**config.mk**
```make
export PLATFORM = sky130hd
export DESIGN_NAME = aes_key_expand_iter
export DESIGN_NICKNAME = d
export VERILOG_FILES = /design/src/rtl/aes_key_expand_iter.sv
export SDC_FILE = /design/constraint.sdc
export NUM_CORES = 2
export LEC_CHECK = 0
export ABC_CLOCK_PERIOD_IN_PS = 21500
export CAP_MARGIN = 20
export CORE_ASPECT_RATIO = 1.75
export CORE_MARGIN = 2
export CORE_UTILIZATION = 60
export DETAILED_ROUTE_END_ITERATION = 10
export HOLD_SLACK_MARGIN = 0.1
export PLACE_DENSITY_LB_ADDON = 0.08
export SLEW_MARGIN = 25
export SYNTH_ARGS = -nofsm -noshare
export SYNTH_HDL_FRONTEND = slang
export SYNTH_SLANG_ARGS = --single-unit
```
**constraint.sdc**
```tcl
create_clock -name clk -period 21.5 [get_ports clk]
set_clock_uncertainty 0.05 [all_clocks]
set_input_delay 4.3 -clock clk [delete_from_list [all_inputs] [get_ports clk]]
set_output_delay 4.3 -clock clk [all_outputs]
set_load 0.1 [all_outputs]
```
**src/rtl/aes_key_expand_iter.sv**
```systemverilog
// aes_key_expand_iter
//   Iterative AES-128/192/256 key expander. Produces one 32-bit schedule word
//   per clock through a single shared 4-sbox SubWord unit. Groups of four
//   words are streamed out as 128-bit round keys over a valid/ready handshake.
//
//   Optional feature macro: AES_KEY_STORE_EN
//     When defined, every round key is also written to a 15-entry store.
//     The store is read back through rd_idx/rd_key with one cycle of latency.
//     When undefined, there is no store and rd_key is held at zero.
//
// Ports
//   clk       : clock, rising edge
//   rst       : synchronous active-high reset
//   start     : request pulse, sampled only while idle
//   key_len   : 0=AES-128, 1=AES-192, 2=AES-256
//   key       : cipher key, left-aligned (w0 in the top 32 bits)
//   busy      : expansion in progress
//   err       : one-cycle pulse on an illegal key_len at start
//   rk_valid  : rk_data/rk_idx/rk_last valid
//   rk_ready  : consumer accepts on rk_valid && rk_ready
//   rk_data   : round key {w4r, w4r+1, w4r+2, w4r+3}
//   rk_idx    : round index
//   rk_last   : high with the final round key
//   rd_idx    : store read index
//   rd_key    : stored round key (registered)
module aes_key_expand_iter #(
  parameter int MAX_NK = 8
) (
  input  logic                  clk,
  input  logic                  rst,
  input  logic                  start,
  input  logic [1:0]            key_len,
  input  logic [32*MAX_NK-1:0]  key,
  output logic                  busy,
  output logic                  err,
  output logic                  rk_valid,
  input  logic                  rk_ready,
  output logic [127:0]          rk_data,
  output logic [3:0]            rk_idx,
  output logic                  rk_last,
  input  logic [3:0]            rd_idx,
  output logic [127:0]          rd_key
);

  typedef enum logic [1:0] {S_IDLE, S_GEN, S_DRAIN} state_t;

  function automatic logic [7:0] xtime(input logic [7:0] a);
    return {a[6:0], 1'b0} ^ (a[7] ? 8'h1b : 8'h00);
  endfunction

  function automatic logic [7:0] gmul(input logic [7:0] a, input logic [7:0] b);
    logic [7:0] p;
    logic [7:0] aa;
    p  = 8'h00;
    aa = a;
    for (int n = 0; n < 8; n++) begin
      if (b[n]) p = p ^ aa;
      aa = xtime(aa);
    end
    return p;
  endfunction

  // Sbox as multiplicative inverse (x^254) followed by the affine transform.
  function automatic logic [7:0] sbox(input logic [7:0] x);
    logic [7:0] sq;
    logic [7:0] inv;
    sq  = x;
    inv = 8'h01;
    for (int n = 1; n < 8; n++) begin
      sq  = gmul(sq, sq);
      inv = gmul(inv, sq);
    end
    return inv ^ {inv[6:0], inv[7]} ^ {inv[5:0], inv[7:6]} ^
           {inv[4:0], inv[7:5]} ^ {inv[3:0], inv[7:4]} ^ 8'h63;
  endfunction

  function automatic logic [31:0] subword(input logic [31:0] w);
    return {sbox(w[31:24]), sbox(w[23:16]), sbox(w[15:8]), sbox(w[7:0])};
  endfunction

  state_t        r_state;
  logic          r_busy;
  logic          r_err;
  logic          r_rk_valid;
  logic [127:0]  r_rk_data;
  logic [3:0]    r_rk_idx;
  logic          r_rk_last;
  logic [3:0]    r_nk;
  logic [5:0]    r_i;
  logic [2:0]    r_mod;
  logic [1:0]    r_wcnt;
  logic [7:0]    r_rcon;
  logic [3:0]    r_ridx;
  logic [31:0]   r_win [MAX_NK];
  logic [31:0]   r_buf [3];

  logic [31:0]   w_kw [MAX_NK];
  logic [3:0]    w_nk_req;
  logic          w_illegal;
  logic          w_accept_start;
  logic [31:0]   w_oldest;
  logic [31:0]   w_newest;
  logic [31:0]   w_sub_in;
  logic [31:0]   w_sub;
  logic [31:0]   w_t;
  logic [31:0]   w_word;
  logic [3:0]    w_nr;
  logic [5:0]    w_last_i;
  logic          w_stall;
  logic          w_produce;
  logic          w_load;
  logic          w_accept;
  logic [127:0]  w_rk_new;

  for (genvar g = 0; g < MAX_NK; g++) begin : g_kw
    assign w_kw[g] = key[32*MAX_NK-1-32*g -: 32];
  end

  always_comb begin
    case (key_len)
      2'd0:    w_nk_req = 4'd4;
      2'd1:    w_nk_req = 4'd6;
      2'd2:    w_nk_req = 4'd8;
      default: w_nk_req = 4'd0;
    endcase
  end

  assign w_illegal      = (key_len == 2'd3) || (int'(w_nk_req) > MAX_NK);
  assign w_accept_start = (r_state == S_IDLE) && start && !w_illegal;

  // Window: r_win[0] holds w[i-1], r_win[Nk-1] holds w[i-Nk].
  always_comb begin
    w_oldest = r_win[0];
    for (int k = 0; k < MAX_NK; k++)
      if (k == int'(r_nk) - 1) w_oldest = r_win[k];
  end
  assign w_newest = r_win[0];

  // One SubWord unit shared by the RotWord and the AES-256 mid-block cases.
  assign w_sub_in = (r_mod == 3'd0) ? {w_newest[23:0], w_newest[31:24]} : w_newest;
  assign w_sub    = subword(w_sub_in);

  always_comb begin
    if (r_mod == 3'd0)
      w_t = w_sub ^ {r_rcon, 24'h0};
    else if (r_nk == 4'd8 && r_mod == 3'd4)
      w_t = w_sub;
    else
      w_t = w_newest;
  end

  // While i < Nk the window rotates, replaying the key words unchanged.
  assign w_word    = (r_i < {2'b00, r_nk}) ? w_oldest : (w_oldest ^ w_t);
  assign w_nr      = r_nk + 4'd6;
  assign w_last_i  = {r_nk, 2'b00} + 6'd27;
  assign w_accept  = r_rk_valid && rk_ready;
  assign w_stall   = (r_wcnt == 2'd3) && r_rk_valid && !rk_ready;
  assign w_produce = (r_state == S_GEN) && !w_stall;
  assign w_load    = w_produce && (r_wcnt == 2'd3);
  assign w_rk_new  = {r_buf[0], r_buf[1], r_buf[2], w_word};

  always_ff @(posedge clk) begin
    if (rst) begin
      r_state    <= S_IDLE;
      r_busy     <= 1'b0;
      r_err      <= 1'b0;
      r_rk_valid <= 1'b0;
      r_rk_data  <= '0;
      r_rk_idx   <= '0;
      r_rk_last  <= 1'b0;
      r_rcon     <= 8'h01;
      r_nk       <= 4'd4;
      r_i        <= '0;
      r_mod      <= '0;
      r_wcnt     <= '0;
      r_ridx     <= '0;
    end else begin
      r_err <= 1'b0;
      if (w_accept) r_rk_valid <= 1'b0;
      case (r_state)
        S_IDLE: begin
          if (start && w_illegal) begin
            r_err <= 1'b1;
          end else if (w_accept_start) begin
            r_nk    <= w_nk_req;
            r_i     <= '0;
            r_mod   <= '0;
            r_wcnt  <= '0;
            r_ridx  <= '0;
            r_rcon  <= 8'h01;
            r_busy  <= 1'b1;
            r_state <= S_GEN;
          end
        end
        S_GEN: begin
          if (w_produce) begin
            r_i <= r_i + 6'd1;
            if ({1'b0, r_mod} == r_nk - 4'd1) r_mod <= '0;
            else                              r_mod <= r_mod + 3'd1;
            if (r_i >= {2'b00, r_nk} && r_mod == 3'd0) r_rcon <= xtime(r_rcon);
            r_wcnt <= r_wcnt + 2'd1;
            if (w_load) begin
              r_rk_valid <= 1'b1;
              r_rk_data  <= w_rk_new;
              r_rk_idx   <= r_ridx;
              r_rk_last  <= (r_ridx == w_nr);
              r_ridx     <= r_ridx + 4'd1;
              if (r_i == w_last_i) r_state <= S_DRAIN;
            end
          end
        end
        S_DRAIN: begin
          if (w_accept) begin
            r_busy  <= 1'b0;
            r_state <= S_IDLE;
          end
        end
        default: r_state <= S_IDLE;
      endcase
    end
  end

  // Datapath state: no reset needed, always loaded before use.
  always_ff @(posedge clk) begin
    if (w_accept_start) begin
      for (int k = 0; k < MAX_NK; k++)
        for (int j = 0; j < MAX_NK; j++)
          if (k < int'(w_nk_req) && j == int'(w_nk_req) - 1 - k) r_win[k] <= w_kw[j];
    end else if (w_produce) begin
      for (int k = 1; k < MAX_NK; k++) r_win[k] <= r_win[k-1];
      r_win[0] <= w_word;
      for (int k = 0; k < 3; k++)
        if (r_wcnt == 2'(k)) r_buf[k] <= w_word;
    end
  end

  assign busy     = r_busy;
  assign err      = r_err;
  assign rk_valid = r_rk_valid;
  assign rk_data  = r_rk_data;
  assign rk_idx   = r_rk_idx;
  assign rk_last  = r_rk_last;

`ifdef AES_KEY_STORE_EN
  logic [127:0] r_store [15];
  logic [127:0] r_rd_key;

  always_ff @(posedge clk) begin
    if (rst) begin
      for (int k = 0; k < 15; k++) r_store[k] <= '0;
      r_rd_key <= '0;
    end else begin
      if (w_load)
        for (int k = 0; k < 15; k++)
          if (r_ridx == 4'(k)) r_store[k] <= w_rk_new;
      r_rd_key <= '0;
      for (int k = 0; k < 15; k++)
        if (rd_idx == 4'(k)) r_rd_key <= r_store[k];
    end
  end

  assign rd_key = r_rd_key;
`else
  logic w_unused_rd;
  assign w_unused_rd = ^rd_idx;
  assign rd_key      = '0;
`endif

endmodule

```
==> impl_results.md <==
* Worst hold path class: reg2reg
* Filler instances at 13101
* Status: finished, final reports clean
* H-Tree Depth at 2
* Crit-path max cell delay at 0.85 ns
* Yosys warns at 0
* Crit path buf inv count at 7
* Avg Inst Size Synth at 7.57 um2
* Core outline area at 148000 um2
* Cells after Synth at 11786
* Top delay family on crit path: XOR/XNOR gates
* # nets final at 12095
* Number of vias per cell at 6.42
* Via count at 88779
* Final GP Congestion at 1.02
* Most frequent cell on the critical path: xnor2_1
* Worst slew pin tran at 1.23 ns
* DP Cell Count at 13702
* Largest net degree at the start of global routing at 198
* Post-synthesis cell type count at 132
* F_max at 48.5 MHz
* Fin cells at 13834
* Final slew viol count at 0
* # resized after CTS at 0
* CTS Buffer Depth at 3
* Die Footprint at 152000 um2
* Clock root buffer: clkbuf_16
* Cell taking the most area after synthesis: xnor2_1
* Post-CTS Hold Buffers at 0
* CP arrival at 20.90 ns
* Die Height at 514 um
* I/O pin cnt at 530
* Final setup viols at 0
* Starting Density at 60.3%
* Max Cap Violations at 0
* Number of port buffers at 397
* WL/cell at 23.0 um
* Worst endpoint required time at 21.78 ns
* Drt total wl at 318000 um
* Clock transition at path regs at 0.06 ns
* Share of cells above drive strength 1 at 9.17%
* Synth Register Bits at 516
* Top post-synthesis cells by area: xnor2_1 17%, edfxtp_1 12%, nand2_1 7.1%
* Top cell type's share of synthesized area at 17.1%
* First-pass GRT wire length at 486000 um
* Fin crit period at 20.62 ns
* Crit path kind: reg2reg
* Detailed placement HPWL at 226000 um
* Gr ovfl total at 0
* Fin Setup TNS at 0 ns
* Die width at 296 um
* Placement Rows at 187
* Number of global-route vias before repair at 84921
* Postcts setup bufs at 0
* Synth-to-layout area growth at 9.04%
* Worst-path fanout max at 15
* CTS Buf Count at 56
* Number of DRC markers in iteration 0 at 9140
* RSZ-0062 raised after global routing: false
* # DRC at 0
* Hold Fails Final Rpt at 0
* Clock latency on the worst-skew pair at 0.69 ns
* Ratio of final minimum period to clock period at 95.9%
* Dominant synthesized flop cell: edfxtp_1
* Post-Syn Area at 89200 um2
* Initial antenna violation count at 22
* Pre-Repair DR Iteration Count at 7
* CP endpoint kind: register
* CTS tree: done
* Final ANT Viol Nets at 0
* Ys async rst share at 0%
* Startpoint types: register
* Total GRT Usage at 40.2%
* Critical Path Slowest Stage Cell: xnor2_1
* Sequential share of the synthesized area at 15.5%
* EDFF count, synth at 352
* Slew headroom at 17.9%
* Clk sinks at 516
-- per-layer routing --
| metal | global-route usage, % | up-vias | routed length [um] |
|---|---|---|---|
| li1 | - | 40740 | - |
| met1 | 45.1 | 41417 | 111000 |
| met2 | 68.4 | 5133 | 151000 |
| met3 | 7.42 | 1481 | 30200 |
| met4 | 28.3 | 8 | 25400 |
| met5 | 0 | - | 57 |
-- flip-flops by register name (all words and copies together) (netlist names), 2 cells and up --
signal and count:
r_buf 96, r_i 6, r_mod 3, r_nk 3, r_rcon 8, r_ridx 4
r_state 2, r_wcnt 2, r_win 256, rk_data 128, rk_idx 4
-- worst paths after layout --
check                                 from                  endpoint  slack [ns]  cells after the start
hold / removal    rk_data[57]$_SDFFE_PP0P_  rk_data[57]$_SDFFE_PP0P_        0.40                      2
setup reg to reg     r_mod[0]$_SDFFE_PP0P_    r_buf[0][54]$_DFFE_PP_        0.88                     65
hold reg to reg   rk_data[57]$_SDFFE_PP0P_  rk_data[57]$_SDFFE_PP0P_        0.40                      2
setup / recovery     r_mod[0]$_SDFFE_PP0P_    r_buf[0][54]$_DFFE_PP_        0.88                     65
-- cells in the final DEF (no fill, tap or decap), types with 40 or more instances in the layout --
| cell type | netlist | layout |
|---|---|---|
| xnor2_2 | 124 | 161 |
| nand2b_1 | 58 | 55 |
| xnor2_1 | 1746 | 1708 |
| nor2_1 | 1382 | 1376 |
| ha_1 | 50 | 48 |
| nor3_1 | 226 | 223 |
| a211oi_1 | 188 | 188 |
| o21ai_0 | 546 | 545 |
| edfxtp_1 | 352 | 352 |
| clkdlybuf4s50_1 | 0 | 386 |
| mux2_2 | 80 | 80 |
| xnor3_1 | 235 | 235 |
| clkbuf_16 | 0 | 56 |
| o211ai_1 | 56 | 56 |
| a31oi_1 | 127 | 127 |
| dfxtp_1 | 164 | 164 |
| nand2_1 | 1682 | 1675 |
| a21oi_1 | 960 | 959 |
| a22oi_1 | 161 | 161 |
| xor2_1 | 504 | 496 |
| o21ai_1 | 85 | 85 |
| nand3_1 | 291 | 287 |
| o22ai_1 | 247 | 247 |
| or3_1 | 40 | 40 |
| and3_1 | 44 | 41 |
| buf_4 | 158 | 452 |
| mux2i_1 | 312 | 311 |
| and2_1 | 47 | 44 |
| xor2_2 | 47 | 53 |
| a221o_1 | 40 | 40 |
| conb_1 | 1 | 128 |
| nor2b_1 | 49 | 49 |
| inv_1 | 99 | 99 |
| o221ai_1 | 56 | 56 |
-- area by class of cell --
type	count	area, um2	area share [%]
clock inverters	29	332	0.341
flip-flops and latches	516	13900	14.2
well taps	1984	2480	2.55
multi-input cells	10221	71200	73.1
diodes	26	65.1	0.0669
inverters	130	489	0.503
clock buffers	74	1520	1.56
repair buffers	854	7420	7.62
-- kinds of logic (layout without fill, tap and decap cells) --
group	count (synthesis)	after routing	synth area share, %
AND/OR/NAND/NOR	4009	4009	19.0
AO/OA/AOI/OAI	2865	2865	20.0
XOR/XNOR	2748	2748	33.8
buffers and inverters	1176	1087	5.95
flip-flops	516	516	15.5
multiplexers	421	421	5.02
adder cells (fa/ha/maj)	50	50	0.701
other	1	154	0.00420
-- cell usage after synthesis (all sizes together), types with 25 or more instances --
library cell  instances
xor2                557
nand2b               58
o221ai               57
dfxtp               164
and3                 44
nor2               1389
or3                  40
a311oi               25
a211oi              197
nand3               292
nor2b                49
inv                 119
nor3                230
o22ai               247
a21oi               973
clkbuf              674
o21ai               633
a221o                40
o211ai               56
xnor2              1903
xnor3               249
nor4                 34
buf                 372
and2                 49
a32oi                25
a221oi               38
edfxtp              352
o31ai                27
a22oi               161
mux2i               329
ha                   50
mux2                 90
xor3                 39
a31oi               127
nand2              1684
or2                  34
nand4                29
-- per-stage QoR --
| step | worst slack (ns) | cell area [um2] | hold slack (ns) | util, % |
|---|---|---|---|---|
| floorplan | 4.19 | 89700 | 0.417 | - |
| global placement | 1.31 | 95200 | 0.391 | 64.3 |
| global route | 0.0193 | 97300 | 0.423 | 65.7 |
| finish | 0.879 | 97300 | 0.402 | 65.7 |
| detailed placement | 0.915 | 95200 | 0.395 | 64.3 |
| CTS | 0.860 | 97100 | 0.404 | 65.5 |
-- worst register-to-register path, delay by kind of cell (launching register included) --
family          cells  cell delay (ns)
compound gates     13             3.86
xor+xnor           18             6.46
fa+ha+maj           4             1.94
buf+inv             7             1.10
flops               1             0.34
mux                 8             2.33
simple gates       15             4.20
Power is not shown: default switching activity piles up to over one toggle a cycle in this logic, so the estimate is an artifact.
